--- config.mk ---
export PLATFORM = sky130hd
export DESIGN_NAME = q_update_arbiter
export DESIGN_NICKNAME = d
export VERILOG_FILES = /design/src/rtl/q_sched_pkg.sv /design/src/rtl/rr_arbiter.sv /design/src/rtl/q_update_arbiter.sv
export SDC_FILE = /design/constraint.sdc
export NUM_CORES = 1
export LEC_CHECK = 0
export ABC_CLOCK_PERIOD_IN_PS = 4420
export BUFFER_PORTS_ARGS = -buffer_cell sky130_fd_sc_hd__buf_2
export CORE_AREA = 10 10 222 224
export DETAILED_ROUTE_END_ITERATION = 16
export DIE_AREA = 0 0 232 234
export MAX_ROUTING_LAYER = met4
export SKIP_CTS_REPAIR_TIMING = 1
export SLEW_MARGIN = 20
export SYNTH_ARGS = -nofsm -noshare
export SYNTH_HDL_FRONTEND = slang
export SYNTH_SLANG_ARGS = --single-unit
--- constraint.sdc ---
create_clock -name clk -period 4.42 [get_ports clk]
set_input_delay 0.221 -clock clk [delete_from_list [all_inputs] [get_ports clk]]
set_output_delay 0.221 -clock clk [all_outputs]
set_load 0.03 [all_outputs]
--- src/rtl/q_sched_pkg.sv ---
// Shared types and constants for the Q-update scheduling slice.
// Q4.12 fixed point: 4 integer bits (incl. sign), 12 fraction bits.
package q_sched_pkg;

    localparam int DATA_W_DEF = 16;
    localparam logic [15:0] Q_ONE = 16'h1000;

    typedef enum logic [2:0] {
        ST_IDLE    = 3'd0,
        ST_ISSUE   = 3'd1,
        ST_WAIT    = 3'd2,
        ST_CAPTURE = 3'd3,
        ST_RESP    = 3'd4
    } q_sched_state_t;

    // Requester id width; never narrower than one bit.
    function automatic int id_width(input int n);
        return (n > 1) ? $clog2(n) : 1;
    endfunction

endpackage

--- src/rtl/rr_arbiter.sv ---
// Combinational round-robin arbiter: grants the first request at or after ptr,
// searching upward and wrapping.
module rr_arbiter
    import q_sched_pkg::*;
#(
    parameter int N_REQ = 4,
    localparam int ID_W = id_width(N_REQ)
) (
    input  logic [N_REQ-1:0] req,
    input  logic [ID_W-1:0]  ptr,
    output logic [N_REQ-1:0] grant,
    output logic [ID_W-1:0]  grant_idx,
    output logic             any_grant
);

    int              sum;
    logic [ID_W-1:0] idx;

    always_comb begin
        grant     = '0;
        grant_idx = '0;
        any_grant = 1'b0;
        sum       = 0;
        idx       = '0;
        for (int i = 0; i < N_REQ; i++) begin
            sum = int'(ptr) + i;
            if (sum >= N_REQ) begin
                sum = sum - N_REQ;
            end
            idx = ID_W'(sum);
            if (!any_grant && req[idx]) begin
                any_grant  = 1'b1;
                grant[idx] = 1'b1;
                grant_idx  = idx;
            end
        end
    end

endmodule

--- src/rtl/q_update_arbiter.sv ---
// Round-robin front end sharing one Q-update core between N_REQ requesters,
// with a watchdog that turns a stuck core into an error response.
module q_update_arbiter
    import q_sched_pkg::*;
#(
    parameter int N_REQ   = 4,
    parameter int DATA_W  = DATA_W_DEF,
    parameter int TIMEOUT = 15,
    localparam int ID_W   = id_width(N_REQ)
) (
    input  logic                        clk,
    input  logic                        rst,
    input  logic [N_REQ-1:0]            req_valid,
    output logic [N_REQ-1:0]            req_ready,
    input  logic [N_REQ*DATA_W-1:0]     req_q_current,
    input  logic [N_REQ*4*DATA_W-1:0]   req_q_next,
    input  logic [N_REQ*DATA_W-1:0]     req_reward,
    input  logic [DATA_W-1:0]           cfg_alpha,
    input  logic [DATA_W-1:0]           cfg_gamma,
    output logic                        core_start,
    output logic [DATA_W-1:0]           core_q_current,
    output logic [4*DATA_W-1:0]         core_q_next,
    output logic [DATA_W-1:0]           core_reward,
    output logic [DATA_W-1:0]           core_alpha,
    output logic [DATA_W-1:0]           core_gamma,
    input  logic [DATA_W-1:0]           core_q_new,
    input  logic                        core_done,
    output logic                        rsp_valid,
    input  logic                        rsp_ready,
    output logic [ID_W-1:0]             rsp_id,
    output logic [DATA_W-1:0]           rsp_q_new,
    output logic                        rsp_err,
    output logic                        timeout_err,
    input  logic                        err_clr
);

    localparam int CNT_W = $clog2(TIMEOUT + 1);

    q_sched_state_t state_reg, state_next;

    logic [ID_W-1:0]     ptr_reg;
    logic [ID_W-1:0]     hold_id_reg;
    logic [DATA_W-1:0]   hold_q_current_reg;
    logic [4*DATA_W-1:0] hold_q_next_reg;
    logic [DATA_W-1:0]   hold_reward_reg;
    logic [DATA_W-1:0]   hold_alpha_reg;
    logic [DATA_W-1:0]   hold_gamma_reg;
    logic [DATA_W-1:0]   rsp_q_new_reg;
    logic                rsp_err_reg;
    logic                timeout_err_reg;
    logic [CNT_W-1:0]    wait_cnt_reg;
    logic [CNT_W-1:0]    wait_cnt_next;

    logic [N_REQ-1:0] grant;
    logic [ID_W-1:0]  grant_idx;
    logic             any_grant;
    logic             accept;
    logic             abort;
    logic             capture;
    logic             rsp_fire;

    logic [DATA_W-1:0]   q_cur_arr    [N_REQ];
    logic [4*DATA_W-1:0] q_next_arr   [N_REQ];
    logic [DATA_W-1:0]   reward_arr   [N_REQ];

    for (genvar gi = 0; gi < N_REQ; gi++) begin : g_unpack
        assign q_cur_arr[gi]  = req_q_current[gi*DATA_W +: DATA_W];
        assign q_next_arr[gi] = req_q_next[gi*4*DATA_W +: 4*DATA_W];
        assign reward_arr[gi] = req_reward[gi*DATA_W +: DATA_W];
    end

    rr_arbiter #(
        .N_REQ(N_REQ)
    ) u_rr_arbiter (
        .req       (req_valid),
        .ptr       (ptr_reg),
        .grant     (grant),
        .grant_idx (grant_idx),
        .any_grant (any_grant)
    );

    always_ff @(posedge clk or posedge rst) begin
        if (rst) begin
            state_reg <= ST_IDLE;
        end else begin
            state_reg <= state_next;
        end
    end

    always_comb begin
        state_next    = state_reg;
        req_ready     = '0;
        core_start    = 1'b0;
        rsp_valid     = 1'b0;
        accept        = 1'b0;
        abort         = 1'b0;
        capture       = 1'b0;
        rsp_fire      = 1'b0;
        wait_cnt_next = wait_cnt_reg + CNT_W'(1);
        case (state_reg)
            ST_IDLE: begin
                // Gated by rst so every output reads 0 while reset is held.
                if (!rst) begin
                    req_ready = grant;
                    if (any_grant) begin
                        accept     = 1'b1;
                        state_next = ST_ISSUE;
                    end
                end
            end
            ST_ISSUE: begin
                core_start = 1'b1;
                state_next = ST_WAIT;
            end
            ST_WAIT: begin
                // A done arriving on the timeout cycle still counts as success.
                if (core_done) begin
                    state_next = ST_CAPTURE;
                end else if (wait_cnt_next == CNT_W'(TIMEOUT)) begin
                    abort      = 1'b1;
                    state_next = ST_RESP;
                end
            end
            ST_CAPTURE: begin
                capture    = 1'b1;
                state_next = ST_RESP;
            end
            ST_RESP: begin
                rsp_valid = 1'b1;
                if (rsp_ready) begin
                    rsp_fire   = 1'b1;
                    state_next = ST_IDLE;
                end
            end
            default: begin
                state_next = ST_IDLE;
            end
        endcase
    end

    always_ff @(posedge clk or posedge rst) begin
        if (rst) begin
            ptr_reg            <= '0;
            hold_id_reg        <= '0;
            hold_q_current_reg <= '0;
            hold_q_next_reg    <= '0;
            hold_reward_reg    <= '0;
            hold_alpha_reg     <= '0;
            hold_gamma_reg     <= '0;
            rsp_q_new_reg      <= '0;
            rsp_err_reg        <= 1'b0;
            timeout_err_reg    <= 1'b0;
            wait_cnt_reg       <= '0;
        end else begin
            if (accept) begin
                hold_id_reg        <= grant_idx;
                hold_q_current_reg <= q_cur_arr[grant_idx];
                hold_q_next_reg    <= q_next_arr[grant_idx];
                hold_reward_reg    <= reward_arr[grant_idx];
                hold_alpha_reg     <= cfg_alpha;
                hold_gamma_reg     <= cfg_gamma;
            end

            if (state_reg == ST_ISSUE) begin
                wait_cnt_reg <= '0;
            end else if (state_reg == ST_WAIT) begin
                wait_cnt_reg <= wait_cnt_next;
            end

            // An aborted request returns its original Q unchanged.
            if (abort) begin
                rsp_q_new_reg <= hold_q_current_reg;
                rsp_err_reg   <= 1'b1;
            end else if (capture) begin
                rsp_q_new_reg <= core_q_new;
                rsp_err_reg   <= 1'b0;
            end

            if (rsp_fire) begin
                ptr_reg <= (hold_id_reg == ID_W'(N_REQ - 1)) ? '0 : hold_id_reg + ID_W'(1);
            end

            if (abort) begin
                timeout_err_reg <= 1'b1;
            end else if (err_clr) begin
                timeout_err_reg <= 1'b0;
            end
        end
    end

    assign core_q_current = hold_q_current_reg;
    assign core_q_next    = hold_q_next_reg;
    assign core_reward    = hold_reward_reg;
    assign core_alpha     = hold_alpha_reg;
    assign core_gamma     = hold_gamma_reg;
    assign rsp_id         = hold_id_reg;
    assign rsp_q_new      = rsp_q_new_reg;
    assign rsp_err        = rsp_err_reg;
    assign timeout_err    = timeout_err_reg;

endmodule

Word-level counts from Yosys, hierarchy flattened
Index checks and enable logic that the tools add are counted.

Add/subtract/negate cells: 9. $lt $le $gt $ge: 13. Eq/ne operators: 10. Multiplexer cells: 69. Bitwise operators: 4. Reduce and logical (&&, ||, !) cells: 15.

Operators by type and width (number): $bmux 64 s2 (1); $mux 64 (2); $mux 16 (6); $bmux 16 s2 (2); $mux 4 (8); $mux 1 (27); $mux 2 (9); $mux 3 (5); $pmux 3 s5 (1); $ge 3x3->1 const B (4); $lt 2x3->1 const B (4); $or 4x4->4 (3); $bmux 1 s2 (4); $demux 1 s2 (4); $ge 2x1->1 const B (4); $sub 2x1->2 const B (4); $logic_and 1x1->1 (7); $add 2x2->3 const B (2); $eq 3x2->1 const B (2); $ne 2x2->1 const B (3); $reduce_bool 2->1 (3); $add 4x1->4 const B (1); $eq 4x4->1 const B (1); $reduce_and 4->1 (1); other kinds (10) (12).

Register bits: 157. Bits of input ports: 441. Output and inout bits: 154. Logic and storage cells: 132.

Longest topological paths before layout
Gate-level depths: netlist of run 1.

Depth in word-level cells: 18. Gate-level depth with buffers: 13. Mapped depth without buffers: 8.

By module
From an unflattened synthesis of run 1, not the netlist that was laid out.

Cell total of the unflattened synthesis: 570. Area total of the unflattened synthesis: 8848.5 µm².

Modules (own cells, without submodules): q_update_arbiter (times used 1, cells an instance 525, area an instance 8429.3 µm², sequential area each 3928.8 µm²); rr_arbiter (times used 1, cells an instance 45, area an instance 419.2 µm², sequential area each 0.0 µm²).

Least setup slack after synthesis of run 1
OpenSTA, ideal clock, no wires.

Path type: reg2out. Start point: register ptr_reg[0]. End point: output req_ready[0]. Arrival: 2732 ps. Data required time: 4199 ps. Slack: 1467 ps. Stages on the path, launching flop included: 11. Path buffers: 2. Cell sequence: dfrtp_1 buf_2 inv_1 ha_1 buf_6 mux4_2 clkinv_2 and2_1 a22o_1 nand2_1 a31oi_1.

Cells in the longest elaborated chain, start to end: 16. Elaborated cells on any way between the ends: 61. Classes of those cells: add/sub (7); order compare (12); mux (29); bitwise (3); reduce/logical (10).

RTL lines: start, declared (line q_update_arbiter.sv:41) `logic [ID_W-1:0] ptr_reg;`; start signal, assigned (line q_update_arbiter.sv:180) `ptr_reg <= (hold_id_reg == ID_W'(N_REQ - 1)) ? '0 : hold_id_reg + ID_W'(1);`; parallel branches: the longest is 13 deep, another holds $add 2x1->3; $mux 4 (*) (line rr_arbiter.sv:31) `if (!any_grant && req[idx]) begin`; $mux 4 (*) (line q_update_arbiter.sv:103) `if (!rst) begin`; $mux 4 (*) (line q_update_arbiter.sv:100) `case (state_reg)`; end, declared (line q_update_arbiter.sv:14) `output logic [N_REQ-1:0] req_ready,`.

Every way passes the cells marked *. The select of a mux whose other input is x is not followed.

Final worst setup path of run 1
Start point: register ptr_reg[0]. End point: register hold_reward_reg[7], in the netlist core_reward[7].

Cells in the longest elaborated chain, start to end: 18. Elaborated cells on any way between the ends: 44. Classes of those cells: add/sub (7); order compare (4); mux (26); bitwise (1); reduce/logical (6).

RTL lines: parallel branches: the longest is 18 deep, another holds $add 2x1->3; end signal, assigned (line q_update_arbiter.sv:159) `hold_reward_reg <= reward_arr[grant_idx];`; end, declared (line q_update_arbiter.sv:45) `logic [DATA_W-1:0] hold_reward_reg;`.

Several ways; the timed one is not identified. The select of a mux whose other input is x is not followed. A chain may end at the register's enable or synchronous reset.

==> flow_metrics.tcl, run 1 <==
set metrics [dict create \
    wirelength_mm 40.5 \
    r2r_end "core_reward[7]$_DFFE_PP0P_" \
    first_global_vias 10006 \
    insertion_delay_ps 470 \
    root_buffer "clkbuf_16" \
    power_mw 10.1 \
    synth_seq_cells 157 \
    cts.clk_slew.worst_paths_ps 70 \
    critPathKind "register to register" \
    hold_class "input port to register" \
    gp_congestion 0.951 \
    drtAntennaViolNets 0 \
    syn_inst 872 \
    leakage_nw 7.54 \
    syn-cell-area_sq_um 9050 \
    wl_met3_mm 3.17 \
    finish.utilization_pct 29.8 \
    largest_reg_flops 64 \
    yosys.area_share.simple_pct 11.3 \
    syn_area_per_cell_sq_um 10.4 \
    finalHoldViolCount 0 \
    crit_end "core_reward[7]$_DFFE_PP0P_" \
    nFillCells 4699 \
    drtIter0Drc 391 \
    via_per_inst 4.48 \
    htreeDepth 4 \
    pin_count 595 \
    first_pass_iters 4 \
    slew_violations 0 \
    ys_seq_area_share_pct 43.4 \
    dp.cells 2014 \
    drive_above_1_share_pct 44.4 \
    syn_nets 1323 \
    crit_path_cell_trace "inv_1 -> ha_1 -> mux4_2 -> clkinv_2 -> o21ai_2 -> a2bb2oi_4 -> buf_12 -> mux2i_1 -> o221ai_1" \
    fmax_ghz 0.270 \
    worstReg2RegStart "ptr_reg[0]$_DFFE_PP0P_" \
    power_density_nw_per_um2 755 \
    multiInputGateArea_sq_um 4590 \
    instances_no_fill 2083 \
    rsz0062_at_grt "no" \
    grt_usage_pct 14.6 \
    clkSinkCount 157 \
    startpoint "ptr_reg[0]$_DFFE_PP0P_" \
    syn_to_final_growth_pct 47.6 \
    yosysWarnings 0 \
    critical_path_arrival_ps 4020 \
    worst-path-stages 9 \
    grt_overflow 0 \
    status "completed" \
    crit_required_ps 4740 \
    grt_start_max_net_pins 97 \
    critPathLaunchType "register" \
    tightest_slew_ps 843 \
    layout.nets 1918 \
    period_needed_ps 3700 \
    synth_compound_area_share_pct 15.4 \
    synth_fa_ha_area_share_pct 1.38 \
    synthMuxAreaShare_pct 22.3 \
    die-area_sq_um 54300 \
    slew_headroom_pct 43.8 \
    start_util_pct 20.2 \
    core-area_sq_um 44900 \
    r2r_slack_ps 720 \
    regArea_sq_um 3930 \
    finalSetupTns_ps 0 \
    peakVddDrop_mv 0.400 \
    antenna_found_initial 2 \
    grt_pass1_wl_mm 59.1 \
    cp-end-kind "register" \
    whs_ps 28.8 \
    cp_max_fo 96 \
    drc 0 \
    post-route-period-util_pct 83.8 \
    synthXorXnorAreaFrac_pct 0 \
    ys_types 43 \
    top_layer "met4" \
    wl_met2_mm 19.9 \
    dp_hpwl_mm 32.3 \
    cts_tree "built" \
    rows 78 \
    critPathBufInv 3 \
    critPathMaxStageDelay_ps 650 \
    slowest_stage "dfrtp_1" \
    vias 9341 \
    holdPathStages 3 \
    worst_r2r_path_depth 9 \
    cts_buffer_depth 2 \
    setup_viol 0 \
    die_w_microns 232 \
    cap_violations 0 \
    cts_buffers 17 \
    die-height_microns 234 \
    io_buffers 594 \
    avgRoutedWirePerCell_microns 19.5 \
    wl_met1_mm 16.3 \
    finClkSkew_ps 15.1 \
    synth_top_family_by_area "multiplexers" \
    crit_family "multiplexers" \
]
-- through the flow --
stage                     setup WS, ps  area (sq um)
after floorplan                   1470          9050
final                              715         13400
after global routing               390         13300
after global placement             750         12500
after CTS                          539         13000
after detailed placement           627         12500
-- kinds of logic after synthesis --
group,Yosys count
adder cells (fa/ha/maj),10
AND/OR/NAND/NOR,256
AO/OA/AOI/OAI,171
buffers and inverters,79
flip-flops,157
multiplexers,199
-- worst min-delay path, delay by kind of cell --
| kind | cells | cell delay (ps) |
|---|---|---|
| buffers and inverters | 2 | 140 |
| AO/OA/AOI/OAI | 1 | 100 |
-- worst min-delay path by stage --
| stage | start | slack, ps | end |
|---|---|---|---|
| 4_1_cts | rst | -160 | state_reg[0]$_DFFE_PP0P_ |
| 2_1_floorplan | rsp_ready | 310 | state_reg[2]$_DFFE_PP0P_ |
| 3_3_place_gp | rst | 370 | state_reg[0]$_DFFE_PP0P_ |
| 6_report | err_clr | 30 | timeout_err$_DFFE_PP0P_ |
| 5_1_grt | err_clr | 20 | timeout_err$_DFFE_PP0P_ |
| 3_5_place_dp | rst | 380 | state_reg[0]$_DFFE_PP0P_ |
-- routing by layer --
| layer | up-vias | track usage [%] |
|---|---|---|
| met3 | 54 | 4.82 |
| met4 | 0 | 6.35 |
| li1 | 4396 | - |
| met2 | 453 | 23.7 |
| met1 | 4438 | 16.2 |
| met5 | - | - |
-- synthesized netlist by cell type (all sizes together) --
cell type  count  area (sq um)
a22o          20           175
and3b          1          8.76
nor3           3          15.0
mux4           2          45.0
or3b           1          8.76
a2bb2oi        1          26.3
inv            7          26.3
a21o          20           150
and3           1          6.26
or2            1          6.26
clkinv         1          5.00
mux2i        196          1960
nand2b         6          37.5
nand2        224           841
o21ai         13          68.8
mux2           1          11.3
ha            10           125
clkbuf        36           143
nor2           9          33.8
and2           2          12.5
o31ai          1          7.51
nor4b          1          8.76
a21oi         10          53.8
a211oi         1          7.51
a31oi          4          25.0
nor2b          3          18.8
o221ai        97           850
buf           35           383
a21boi         1          7.51
nand3          1          5.00
or3            1          6.26
nand3b         1          7.51
nand4          1          6.26
dfrtp        157          3930
a22oi          2          15.0
a41oi          1          8.76
-- layout make-up --
class / count / area share (%)
Antenna cell: 4 / 0.0749
Clock buffer: 17 / 3.19
Clock inverter: 14 / 0.852
Inverter: 8 / 0.262
Multi-Input combinational cell: 636 / 34.3
Sequential cell: 157 / 29.4
Tap cell: 600 / 5.62
Timing Repair Buffer: 647 / 26.2
-- layout by cell type, fill, tap and decap left out, types with 6 or more instances in the layout --
cell type        n
buf_2          594
dlygate4sd3_1   34
clkbuf_16       17
nor2_1           9
nand2b_1         6
inv_1            6
ha_1            10
a22o_1          20
dfrtp_1        157
o21ai_0          9
a21o_1          20
o221ai_1        97
buf_4           15
mux2i_1        196
nand2_1        223
a21oi_1          8
-- where the power goes --
group          internal (mW)  switching (mW)
Clock                  0.725           0.680
Combinational           2.26            3.83
Sequential              2.11           0.479
No activity file was read; power rests on OpenSTA's default activity.
==> inputs of run 2 (changes only) <==
--- a/config.mk
+++ b/config.mk
@@ -5,7 +5,7 @@
 export SDC_FILE = /design/constraint.sdc
 export NUM_CORES = 1
 export LEC_CHECK = 0
-export ABC_CLOCK_PERIOD_IN_PS = 4420
+export ABC_CLOCK_PERIOD_IN_PS = 3300
 export BUFFER_PORTS_ARGS = -buffer_cell sky130_fd_sc_hd__buf_2
 export CORE_AREA = 10 10 222 224
 export DETAILED_ROUTE_END_ITERATION = 16
==> constraint.sdc (replaced) <==
create_clock -name clk -period 3.3 [get_ports clk]
set_input_delay 0.165 -clock clk [delete_from_list [all_inputs] [get_ports clk]]
set_output_delay 0.165 -clock clk [all_outputs]
set_load 0.03 [all_outputs]
==> flow_metrics.tcl, run 2 (synthesis gave the netlist of run 1 again) <==
set metrics [dict create \
    fin_ws_ps 246 \
    first_pass_iters 5 \
    cts.clk_slew.worst_paths_ps 70 \
    wirelength_mm 41.5 \
    cp_max_fo 9 \
    clkSinkCount 157 \
    root_buffer "clkbuf_16" \
    rows 78 \
    dp.cells 2030 \
    gp_congestion 0.966 \
    htreeDepth 4 \
    grt_start_max_net_pins 98 \
    grt_pass1_wl_mm 59.6 \
    layout.nets 1970 \
    power_density_nw_per_um2 1000 \
    power_mw 14.0 \
    post-route-period-util_pct 92.6 \
    critPathLaunchType "register" \
    io_buffers 594 \
    vias 9636 \
    critical_path_arrival_ps 2890 \
    setup_viol 0 \
    cap_violations 0 \
    peakVddDrop_mv 0.507 \
    mostFrequentLayoutCell "buf_2" \
    cts_tree "built" \
    drtAntennaViolNets 0 \
    crit_required_ps 3130 \
    finClkSkew_ps 9.67 \
    avgRoutedWirePerCell_microns 19.4 \
    instances_no_fill 2134 \
    cp-end-kind "primary output" \
    rsz0062_at_grt "no" \
    core-area_sq_um 44900 \
    syn_to_final_growth_pct 54.3 \
    insertion_delay_ps 470 \
    pin_count 595 \
    start_util_pct 20.2 \
    dp_hpwl_mm 32.8 \
    pre_cts_slack_ps 363 \
    die-area_sq_um 54300 \
    via_per_inst 4.52 \
    drc 0 \
    status "completed" \
    largest_reg_flops 64 \
    first_global_vias 10054 \
    period_needed_ps 3050 \
    hold_class "input port to register" \
    layout_common_cells "594 x buf_2, 223 x nand2_1, 196 x mux2i_1" \
    tightest_slew_ps 806 \
    drtIter0Drc 335 \
    nFillCells 4680 \
    leakage_nw 7.82 \
    whs_ps 0.777 \
    die-height_microns 234 \
    critPathKind "register to primary output" \
    fmax_ghz 0.327 \
    finalSetupTns_ps 0 \
    drive_above_1_share_pct 43.9 \
    cts_buffers 17 \
    antenna_found_initial 2 \
    grt_usage_pct 14.7 \
    finalHoldViolCount 0 \
    die_w_microns 232 \
    cts_buffer_depth 2 \
    grt_overflow 0 \
    slew_headroom_pct 46.3 \
    slew_violations 0 \
]
## run 2: cell types whose count changed in the layout (fill, tap and decap cells not counted), sizes merged
cell | previous run | this run
bufinv | 0 | 2
clkbuf | 17 | 20
dlygate4sd3 | 34 | 69
buf | 613 | 630
clkinv | 8 | 4
inv | 11 | 10
clkinvlp | 3 | 4
diode | 4 | 2
## run 2: cell type report
| cell class | instances | area, sq um | share of cell area (%) |
|---|---|---|---|
| antenna | 2 | 5.00 | 0.0358 |
| clock buffer | 20 | 447 | 3.20 |
| clock inverter | 12 | 136 | 0.977 |
| inverter | 8 | 35.0 | 0.251 |
| multi-input combinational | 636 | 4590 | 32.9 |
| sequential | 157 | 3930 | 28.1 |
| tap | 600 | 751 | 5.38 |
| timing repair buffer | 699 | 4070 | 29.2 |
## run 2: worst max-delay path, stage by stage, from the launching register on
cell and delay (ps):
dfrtp_1 380, inv_1 170, ha_1 290, buf_4 180, or3b_1 340, a211oi_1 230, a21oi_1 80, o21ai_0 230
nand2_1 120, a31oi_1 170, buf_2 230
## run 2: worst paths after layout
kind / startpoint / endpoint / slack (ps) / depth (start not counted)
setup / recovery: ptr_reg[0]$_DFFE_PP0P_ / req_ready[1] / 250 / 10
hold / removal: req_reward[62] / core_reward[14]$_DFFE_PP0P_ / 0.8 / 3
setup reg to reg: ptr_reg[0]$_DFFE_PP0P_ / core_reward[7]$_DFFE_PP0P_ / 350 / 10
hold reg to reg: core_alpha[4]$_DFFE_PP0P_ / core_alpha[4]$_DFFE_PP0P_ / 470 / 2
max in group asynchronous: rst / core_q_next[5]$_DFFE_PP0P_ / 2230 / 5
min in group asynchronous: rst / core_q_next[51]$_DFFE_PP0P_ / 250 / 3
## run 2: layer usage
layer,GRT usage [%],vias up,share of wire (%)
li1,-,4490,-
met1,16.4,4563,39
met2,23.9,515,49
met3,4.59,68,8.0
met4,6.60,0,3.5
met5,-,-,0
## run 2: where the power goes
part           total, mW  switching [mW]  leakage, nW  internal, mW
sequential          3.44           0.604         1.97          2.83
combinational       8.54            5.25         5.57          3.29
clock               2.03           0.889        0.278          1.14
total               14.0            6.74         7.82          7.26
## run 2: metrics by stage
stage	utilization [%]	instance area, sq um
final	31.1	14000
after global routing	31.1	14000
after CTS	29.5	13200
after detailed placement	28.2	12700
after global placement	28.2	12700
after floorplan	-	9050
